==> config.mk <==
export PLATFORM = sky130hd
export DESIGN_NAME = uart_tx_mmio
export DESIGN_NICKNAME = d
export VERILOG_FILES = /design/src/rtl/uart_tx_mmio_pkg.sv /design/src/rtl/uart_tx_mmio_sync_fifo.sv /design/src/rtl/uart_tx_mmio.sv
export SDC_FILE = /design/constraint.sdc
export NUM_CORES = 1
export LEC_CHECK = 0
export CAP_MARGIN = 20
export CORE_ASPECT_RATIO = 1.75
export CORE_MARGIN = 1
export CORE_UTILIZATION = 52
export CTS_BUF_LIST = sky130_fd_sc_hd__clkbuf_4 sky130_fd_sc_hd__clkbuf_8
export CTS_CLUSTER_SIZE = 28
export DETAILED_ROUTE_END_ITERATION = 6
export GPL_TIMING_DRIVEN = 0
export PLACE_DENSITY = 0.78
export SLEW_MARGIN = 20
export SYNTH_ARGS = -nofsm -noshare
export SYNTH_HDL_FRONTEND = slang
export SYNTH_SLANG_ARGS = --single-unit
==> constraint.sdc <==
create_clock -name clk -period 2.34 [get_ports clk]
set_input_delay 0.702 -clock clk [delete_from_list [all_inputs] [get_ports clk]]
set_output_delay 0.702 -clock clk [all_outputs]
set_load 0.02 [all_outputs]
==> src/rtl/uart_tx_mmio_pkg.sv <==
// uart_tx_mmio_pkg: shared addresses, status bit indices and serialiser state encodings.
// The PARITY state exists only when UART_TX_PARITY_EN is defined.
package uart_tx_mmio_pkg;

   localparam int TX_DATA_ADDR_DEF = 'h3F0;
   localparam int STATUS_ADDR_DEF  = 'h3F1;

   localparam int STAT_FULL    = 0;
   localparam int STAT_EMPTY   = 1;
   localparam int STAT_ACTIVE  = 2;
   localparam int STAT_OVF     = 3;
   localparam int STAT_CNT_LSB = 4;

   typedef enum logic [2:0] {
      IDLE   = 3'd0,
      START  = 3'd1,
      DATA   = 3'd2,
`ifdef UART_TX_PARITY_EN
      PARITY = 3'd3,
`endif
      STOP   = 3'd4
   } txState_t;

   function automatic logic evenParity(input logic [7:0] b);
      return ^b;
   endfunction

endpackage

==> src/rtl/uart_tx_mmio_sync_fifo.sv <==
// sync_fifo: single-clock FIFO with combinational read data; full pushes are dropped.
module sync_fifo #(
   parameter int WIDTH = 8,
   parameter int DEPTH = 8
) (
   input  logic                     clk,
   input  logic                     rst,
   input  logic                     push,
   input  logic                     pop,
   input  logic [WIDTH-1:0]         din,
   output logic [WIDTH-1:0]         dout,
   output logic                     full,
   output logic                     empty,
   output logic [$clog2(DEPTH):0]   count
);
   localparam int AW = $clog2(DEPTH);
   localparam int CW = AW + 1;

   logic [WIDTH-1:0] mem [DEPTH];
   logic [AW-1:0]    wrPtr, rdPtr;
   logic             doPush, doPop;

   // Full is judged on the registered count, so a same-cycle pop never frees room for a push.
   assign doPush = push && !full;
   assign doPop  = pop && !empty;
   assign full   = count == CW'(DEPTH);
   assign empty  = count == '0;
   assign dout   = mem[rdPtr];

   always_ff @(posedge clk)
      if (doPush) mem[wrPtr] <= din;

   always_ff @(posedge clk or negedge rst)
      if (!rst) begin
         wrPtr <= '0;
         rdPtr <= '0;
         count <= '0;
      end else begin
         if (doPush) wrPtr <= wrPtr + 1'b1;
         if (doPop) rdPtr <= rdPtr + 1'b1;
         count <= count + CW'(doPush) - CW'(doPop);
      end

endmodule

==> src/rtl/uart_tx_mmio.sv <==
// uart_tx_mmio: memory-mapped 8N1 UART transmitter with FIFO and status word.
// Define UART_TX_PARITY_EN to insert an even-parity bit before STOP.
module uart_tx_mmio
   import uart_tx_mmio_pkg::*;
#(
   parameter int                ADDR_W       = 10,
   parameter logic [ADDR_W-1:0] TX_DATA_ADDR = ADDR_W'(TX_DATA_ADDR_DEF),
   parameter logic [ADDR_W-1:0] STATUS_ADDR  = ADDR_W'(STATUS_ADDR_DEF),
   parameter int                DEPTH        = 8,
   parameter int                CLKS_PER_BIT = 434
) (
   input  logic              clk,
   input  logic              rst,
   input  logic [ADDR_W-1:0] address,
   input  logic              memWrite,
   input  logic              memRead,
   input  logic [7:0]        writeData,
   output logic [31:0]       readData,
   output logic              tx,
   output logic              txBusy
);
   localparam int CW = $clog2(DEPTH) + 1;
   localparam int BW = $clog2(CLKS_PER_BIT + 1);
   localparam logic [BW-1:0] BAUD_LAST = BW'(CLKS_PER_BIT - 1);

   txState_t      state, stateNext;
   logic [BW-1:0] baudCnt, baudNext;
   logic [2:0]    bitCnt, bitNext;
   logic [7:0]    shiftReg, shiftNext, fifoDout;
   logic [CW-1:0] fifoCount;
   logic [31:0]   statusWord;
   logic          txNext, popReq, pushReq, statusRd, fifoFull, fifoEmpty, overflow, bitDone;
`ifdef UART_TX_PARITY_EN
   logic          parityBit, parityNext;
`endif

   assign pushReq  = memWrite && address == TX_DATA_ADDR;
   assign statusRd = memRead && address == STATUS_ADDR;
   assign bitDone  = baudCnt == BAUD_LAST;
   assign txBusy   = state != IDLE || !fifoEmpty;

   sync_fifo #(.WIDTH(8), .DEPTH(DEPTH)) fifo (
      .clk  (clk),
      .rst  (rst),
      .push (pushReq),
      .pop  (popReq),
      .din  (writeData),
      .dout (fifoDout),
      .full (fifoFull),
      .empty(fifoEmpty),
      .count(fifoCount)
   );

   always_comb begin
      statusWord = '0;
      statusWord[STAT_FULL] = fifoFull;
      statusWord[STAT_EMPTY] = fifoEmpty;
      statusWord[STAT_ACTIVE] = state != IDLE;
      statusWord[STAT_OVF] = overflow;
      statusWord[STAT_CNT_LSB +: 4] = 4'(fifoCount);
   end

   // tx is registered from txNext so the line changes on the same edge as the state.
   always_comb begin
      stateNext = state;
      baudNext = baudCnt;
      bitNext = bitCnt;
      shiftNext = shiftReg;
      txNext = tx;
      popReq = 1'b0;
`ifdef UART_TX_PARITY_EN
      parityNext = parityBit;
`endif
      case (state)
         IDLE:
            if (!fifoEmpty) begin
               popReq = 1'b1;
               shiftNext = fifoDout;
               txNext = 1'b0;
               stateNext = START;
`ifdef UART_TX_PARITY_EN
               parityNext = evenParity(fifoDout);
`endif
            end
         START:
            if (bitDone) begin
               stateNext = DATA;
               txNext = shiftReg[0];
            end
         DATA:
            if (bitDone) begin
               bitNext = bitCnt + 1'b1;
               shiftNext = shiftReg >> 1;
               txNext = shiftReg[1];
               if (bitCnt == 3'd7) begin
`ifdef UART_TX_PARITY_EN
                  stateNext = PARITY;
                  txNext = parityBit;
`else
                  stateNext = STOP;
                  txNext = 1'b1;
`endif
               end
            end
`ifdef UART_TX_PARITY_EN
         PARITY:
            if (bitDone) begin
               stateNext = STOP;
               txNext = 1'b1;
            end
`endif
         STOP:
            if (bitDone) stateNext = IDLE;
         default: begin
            stateNext = IDLE;
            txNext = 1'b1;
         end
      endcase
      if (state != IDLE) baudNext = bitDone ? '0 : baudCnt + 1'b1;
   end

   always_ff @(posedge clk or negedge rst)
      if (!rst) begin
         state <= IDLE;
         baudCnt <= '0;
         bitCnt <= '0;
         shiftReg <= '0;
         tx <= 1'b1;
         overflow <= 1'b0;
         readData <= '0;
`ifdef UART_TX_PARITY_EN
         parityBit <= 1'b0;
`endif
      end else begin
         state <= stateNext;
         baudCnt <= baudNext;
         bitCnt <= bitNext;
         shiftReg <= shiftNext;
         tx <= txNext;
         overflow <= (pushReq && fifoFull) || (overflow && !statusRd);
         if (statusRd) readData <= statusWord;
`ifdef UART_TX_PARITY_EN
         parityBit <= parityNext;
`endif
      end

endmodule
==> reports/qor.csv, run 1 <==
metric;value;unit
grt ovf;0;
Slew Limit Fails;0;
Yosys Warn Count;0;
worst-path fanout max;3;
R2R cell count;11;
Detailed Place HPWL;6450;um
DIE WIDTH;75.2;um
Slew headroom;60.6;%
library cells used by synthesis;49;
reg-to-reg startpoint;fifo.count[2]$_DFF_PN0_;
clk root buf;clkbuf_8;
Worst Path Arrival;1.59;ns
share of cells above drive strength 1;25.7;%
final setup fails;0;
WP depth;6;
Diodes inserted;0;
Tightest Hold Check Type;primary input to async pin;
post-synthesis sequential area ratio;61.5;%
Period Utilization, post-route;98.0;%
Vias;3008;
Worst Path Required;1.64;ns
slowest cell on the critical path;dfrtp_1;
Initial DRC Count;167;
Final ANT Viol Nets;0;
crit path capture;txBusy;
Clk Latency, worst-skew pair;0.39;ns
cell area after placement;5470;sq um
CTS clk-pin slew, worst paths;0.11;ns
clk_skew;0.00665;ns
Mapped Cells;355;
CORE AREA;9090;sq um
MaxCap Viol Count;0;
# IOs;56;
IR drop worst, VDD;575;uV
worst-margin pin slew;0.590;ns
gpl congestion;0.785;
register area;3000;sq um
Rows;46;
Critical Path Sink Type;output pin;
dpl ws;-1.09;ns
number of global-route vias before repair;3101;
ranking of synthesized cells by area;edfxtp_1 39%, dfrtp_1 22%, mux2i_1 6.6%;
setup slack, reg-to-reg;0.06;ns
initial antenna violation count;0;
Max Clock Freq;0.436;GHz
most frequent cell after synthesis;edfxtp_1;
cell family with most CP delay;buffers and inverters;
Die Y;130;um
CTS tree;built;
Initial DRT Pass Iterations;4;
kind of critical path;flip-flop to output pin;
Via density;5.33;
Mean Syn Cell Area;13.7;sq um
largest net degree at the start of global routing;25;
cts hold-fix bufs;0;
most common library cells after synthesis;64 x edfxtp_1, 42 x dfrtp_1, 32 x mux2i_1;
CP peak stage delay;0.40;ns
Hold Fails Final Rpt;0;
number of synthesized flops with an enable pin;64;
CP cell instances;inv_2 -> ha_4 -> nor3b_4 -> buf_4 -> nand2_2 -> buf_6;
CP Launch Type;flip-flop;
r2r endpoint;fifo.count[2]$_DFF_PN0_;
number of remaining DRC errors;0;
mapped cell area;4870;sq um
Buffers & Inverters on Critical Path;3;
Leak;0.00260;uW
final instance area;5980;sq um
multi-input logic area;1800;sq um
FF+latch count, synth;107;
first-pass GRT wire length;15200;um
TritonCTS Buffers;9;
clk buf depth;2;
Post-synth ARST share;40.2;%
Final Core Density;65.8;%
die area;9780;sq um
Post-layout nets;474;
Starting Density;53.6;%
Yosys top cell by area;edfxtp_1;
Overall Global Routing Usage;21.8;%
Routed WL per cell;17.4;um
routed wire length;9800;um
min Tclk post-route;2.29;ns
Yosys top cell area share;39.4;%
fill cell count;670;
Worst Setup SP;fifo.count[2]$_DFF_PN0_;
setup ws final;0.0477;ns
# clock sinks;107;
htree depth;3;
status;completed;
Power Density;580;nW/um^2
ys flop type;edfxtp_1;
Port Buffers;31;
Area growth syn-to-layout;22.7;%
==> layer usage <==
layer	GRT usage, %	wire length, um	part of all wire, %
met5	0	0	0
met4	10.3	277	2.8
met3	4.63	318	3.2
met2	40.3	5700	58
met1	22.8	3510	36
==> worst min path at each step <==
stage                                        from                 endpoint  slack (ns)  cells past startpoint
after global routing                          rst  fifo.count[2]$_DFF_PN0_        0.33                      1
final                                         rst  readData[4]$_DFFE_PN0P_        0.30                      1
after CTS                                     rst  readData[4]$_DFFE_PN0P_        0.32                      1
after floorplan                               rst   baudCnt[0]$_DFFE_PN0P_        0.41                      0
after global placement      bitCnt[0]$_DFFE_PN0P_    bitCnt[0]$_DFFE_PN0P_        0.47                      1
after detailed placement  shiftReg[7]$_DFFE_PN0P_  shiftReg[7]$_DFFE_PN0P_        0.48                      1
==> cell usage in the layout (no fill, tap or decap), drive strengths merged, types with 6 or more instances in the layout <==
| cell type | Yosys | layout |
|---|---|---|
| nand2 | 17 | 17 |
| mux2i | 32 | 32 |
| xor2 | 6 | 6 |
| xnor2 | 7 | 7 |
| ha | 12 | 12 |
| nor3 | 13 | 13 |
| o21ai | 6 | 6 |
| mux2 | 10 | 10 |
| clkbuf | 2 | 11 |
| o31ai | 8 | 8 |
| dfrtp | 42 | 42 |
| clkdlybuf4s50 | 0 | 26 |
| nand3 | 14 | 14 |
| edfxtp | 64 | 64 |
| nor2 | 18 | 18 |
| inv | 12 | 16 |
| o22ai | 15 | 15 |
| conb | 1 | 24 |
| buf | 34 | 55 |
==> area by class of cell <==
type	instances	area share, %
clock inverter	7	0.983
timing repair buffer	50	9.00
clock buffer	9	2.07
inverter	12	0.753
multi-input combinational	223	30.1
buffer	36	4.42
tap	120	2.51
sequential	107	50.2
==> where the power goes <==
part	switching, uW	internal, uW
registers	17.8	2030
clock network	680	407
logic	161	176
==> logic make-up (layout without fill, tap and decap cells) <==
kind of cell,after synthesis,in the layout,share of synthesized area [%]
flops,107,107,61.5
xor+xnor,13,13,2.34
buf+inv,48,114,6.34
mux,44,44,9.96
fa+ha+maj,13,13,3.49
compound gates,40,40,5.67
other cells,1,24,0.0769
simple gates,89,89,10.6
==> flip-flops by register name, summed over array words and instances (netlist names) <==
| register | count |
|---|---|
| fifo.mem | 64 |
| baudCnt | 9 |
| tx | 1 |
| overflow | 1 |
| fifo.count | 4 |
| fifo.rdPtr | 3 |
| bitCnt | 3 |
| fifo.wrPtr | 3 |
| shiftReg | 8 |
| readData | 8 |
| state | 3 |
==> through the flow <==
stage	std cells	hold slack [ns]	TNS (ns)	power [uW]
5_1_grt	564	0.334	-0.0473	3580
3_5_place_dp	530	0.483	-57.20	2320
2_1_floorplan	378	0.406	-5.99	2220
6_report	564	0.300	0	3470
3_3_place_gp	529	0.467	-83.59	2300
4_1_cts	557	0.317	0	3390
==> repair_timing <==
item / in CTS / in global routing
resized for setup: 24 / 16
pin swaps: 5 / 5
endpoints found under the setup margin: 69 / 52
buffers inserted: 11 / 7
Power figures use the tool's default switching activity.
==> run 2, diff against run 1 <==
--- a/constraint.sdc
+++ b/constraint.sdc
@@ -3,2 +3,2 @@
 set_output_delay 0.702 -clock clk [all_outputs]
-set_load 0.02 [all_outputs]
+set_load 0.005 [all_outputs]
==> reports/qor.csv, run 2 (same netlist as run 1, synthesis figures left out) <==
metric;value;unit;change
IR drop worst, VDD;572;uV;-0.61%
Area growth syn-to-layout;23.1;%;
P_sw;823;uW;-4.1%
CP Launch Type;flip-flop;;
Routed WL per cell;17.4;um;about the same
worst-margin pin slew;0.593;ns;+0.00225 ns
Final Core Density;66.0;%;+0.25 points
CTS clk-pin slew, worst paths;0.10;ns;about the same
most frequent cells in the layout;64 x edfxtp_1, 42 x dfrtp_1, 39 x buf_4;;
Initial DRC Count;196;;+17%
RSZ-0062 raised after global routing;true;;
CORE AREA;9090;sq um;unchanged
number of global-route vias before repair;3107;;+0.19%
Detailed Place HPWL;6450;um;unchanged
Power Density;572;nW/um^2;-1.3%
status;complete, but fails checks;;
Hold Fails Final Rpt;0;;unchanged
Final ANT Viol Nets;0;;unchanged
Top Registers;fifo.mem x64, baudCnt x9;;
share of cells above drive strength 1;25.8;%;+0.17 points
combinational power share;9.2;%;-0.5 points
final setup fails;1;;+1
Slew headroom;60.5;%;-0.19 points
first-pass GRT wire length;15200;um;about the same
number of remaining DRC errors;0;;unchanged
MaxCap Viol Count;0;;unchanged
Clk Latency, worst-skew pair;0.38;ns;about the same
Largest register FFs;64;;unchanged
Largest Register;fifo.mem;;
gpl congestion;0.785;;unchanged
Internal;2610;uW;about the same
Setup TNS;-0.0178;ns;-0.0178 ns
failing checks;negative setup slack;;
Diodes inserted;0;;unchanged
largest net degree at the start of global routing;25;;unchanged
Max Clock Freq;0.424;GHz;-2.8%
clk buf depth;2;;unchanged
worst-path fanout max;3;;unchanged
Tightest Hold Check Type;primary input to async pin;;
Via density;5.34;;about the same
Die Y;130;um;unchanged
Starting Density;53.6;%;unchanged
Initial DRT Pass Iterations;4;;unchanged
most common cell after layout, fill and taps aside;edfxtp_1;;
fill cell count;668;;-0.30%
min Tclk post-route;2.36;ns;+0.0656 ns
Overall Global Routing Usage;21.8;%;about the same
Vias;3016;;+0.27%
Rows;46;;unchanged
Worst Path Required;1.64;ns;about the same
# clock sinks;107;;unchanged
Leak;0.00260;uW;about the same
setup ws final;-0.0178;ns;-0.0656 ns
# IOs;56;;unchanged
sw frac;24.0;%;-0.78 points
kind of critical path;flip-flop to output pin;;
CTS tree;built;;
Period Utilization, post-route;101;%;+2.8 points
TritonCTS Buffers;9;;unchanged
routed wire length;9830;um;+0.24%
DIE WIDTH;75.2;um;unchanged
Post-layout nets;475;;+0.21%
htree depth;3;;unchanged
Slew Limit Fails;0;;unchanged
final non-filler cell total;565;;+0.18%
clock power share;31.3;%;about the same
clk root buf;clkbuf_8;;
die area;9780;sq um;unchanged
clk_skew;0.00735;ns;+0.000704 ns
Placed Cells;530;;unchanged
Critical Path Sink Type;output pin;;
grt ovf;0;;unchanged
sequential cell fraction of total power;59.5;%;+0.5 points
Port Buffers;31;;unchanged
initial antenna violation count;0;;unchanged
Worst Path Arrival;1.66;ns;+0.07 ns
## run 2: cell count changes in the layout (fill, tap and decap cells not counted), sizes merged
cell / delta
clkbuf: +1
## run 2: cell type report
cell class              instances  area, sq um  share of cell area (%)
clock buffers                   9          124                    2.06
flip-flops and latches        107         3000                    50.0
well taps                     120          150                    2.50
clock inverters                 7         58.8                   0.980
repair buffers                 51          548                    9.13
plain buffers                  36          264                    4.40
multi-input cells             223         1810                    30.2
inverters                      12         47.5                   0.792
## run 2: per-stage QoR
step           total power (uW)  setup slack, ns  cell area (sq um)  hold WS [ns]
2_1_floorplan              2190           -0.224               4970         0.406
3_3_place_gp               2270            -1.24               5430         0.467
3_5_place_dp               2290            -1.09               5470         0.483
4_1_cts                    3370           -0.141               5880         0.317
5_1_grt                    3560          -0.0789               6000         0.334
6_report                   3430          -0.0178               6000         0.302
## run 2: power by group through the flow
stage | clock (uW) | sequential [uW] | combinational [uW]
floorplan | 0 | 2080 | 116
global placement | 0 | 2080 | 190
detailed placement | 0 | 2080 | 207
CTS | 1100 | 2040 | 225
global route | 1160 | 2050 | 350
finish | 1080 | 2040 | 314
## run 2: critical path: stages, from the launching register on
cell	delay, ns
dfrtp_1	0.40
inv_2	0.09
ha_4	0.13
nor3b_4	0.29
buf_4	0.18
nand2_1	0.05
clkbuf_2	0.13
## run 2: layer usage
metal / vias to the layer above / global-route usage (%) / share of wire, % / routed length, um
li1: 1431 / - / - / -
met1: 1476 / 22.5 / 36 / 3500
met2: 86 / 40.5 / 58 / 5700
met3: 23 / 4.56 / 3.5 / 341
met4: 0 / 10.6 / 2.9 / 283
met5: - / 0 / 0 / 0
## run 2: repair_timing
item / 4_1_cts / 5_1_grt
gates resized for setup: 23 / 14
endpoints found under the setup margin: 69 / 52
cloned: 0 / 0
endpoints found under the hold margin: 0 / 0
buffers inserted: 12 / 7
pin swaps: 6 / 10
hold buffers: 0 / 0
## run 2: path summary, 6_finish.rpt
check / startpoint / endpoint / slack (ns) / cells after the start
setup reg to reg: fifo.count[2]$_DFF_PN0_ / fifo.count[3]$_DFF_PN0_ / 0.03 / 12
setup / recovery: fifo.count[2]$_DFF_PN0_ / txBusy / -0.02 / 6
max in group asynchronous: rst / state[0]$_DFFE_PN0P_ / 1.53 / 2
hold reg to reg: bitCnt[0]$_DFFE_PN0P_ / bitCnt[0]$_DFFE_PN0P_ / 0.50 / 1
hold / removal: rst / readData[4]$_DFFE_PN0P_ / 0.30 / 1
min in group clk: bitCnt[0]$_DFFE_PN0P_ / bitCnt[0]$_DFFE_PN0P_ / 0.50 / 1
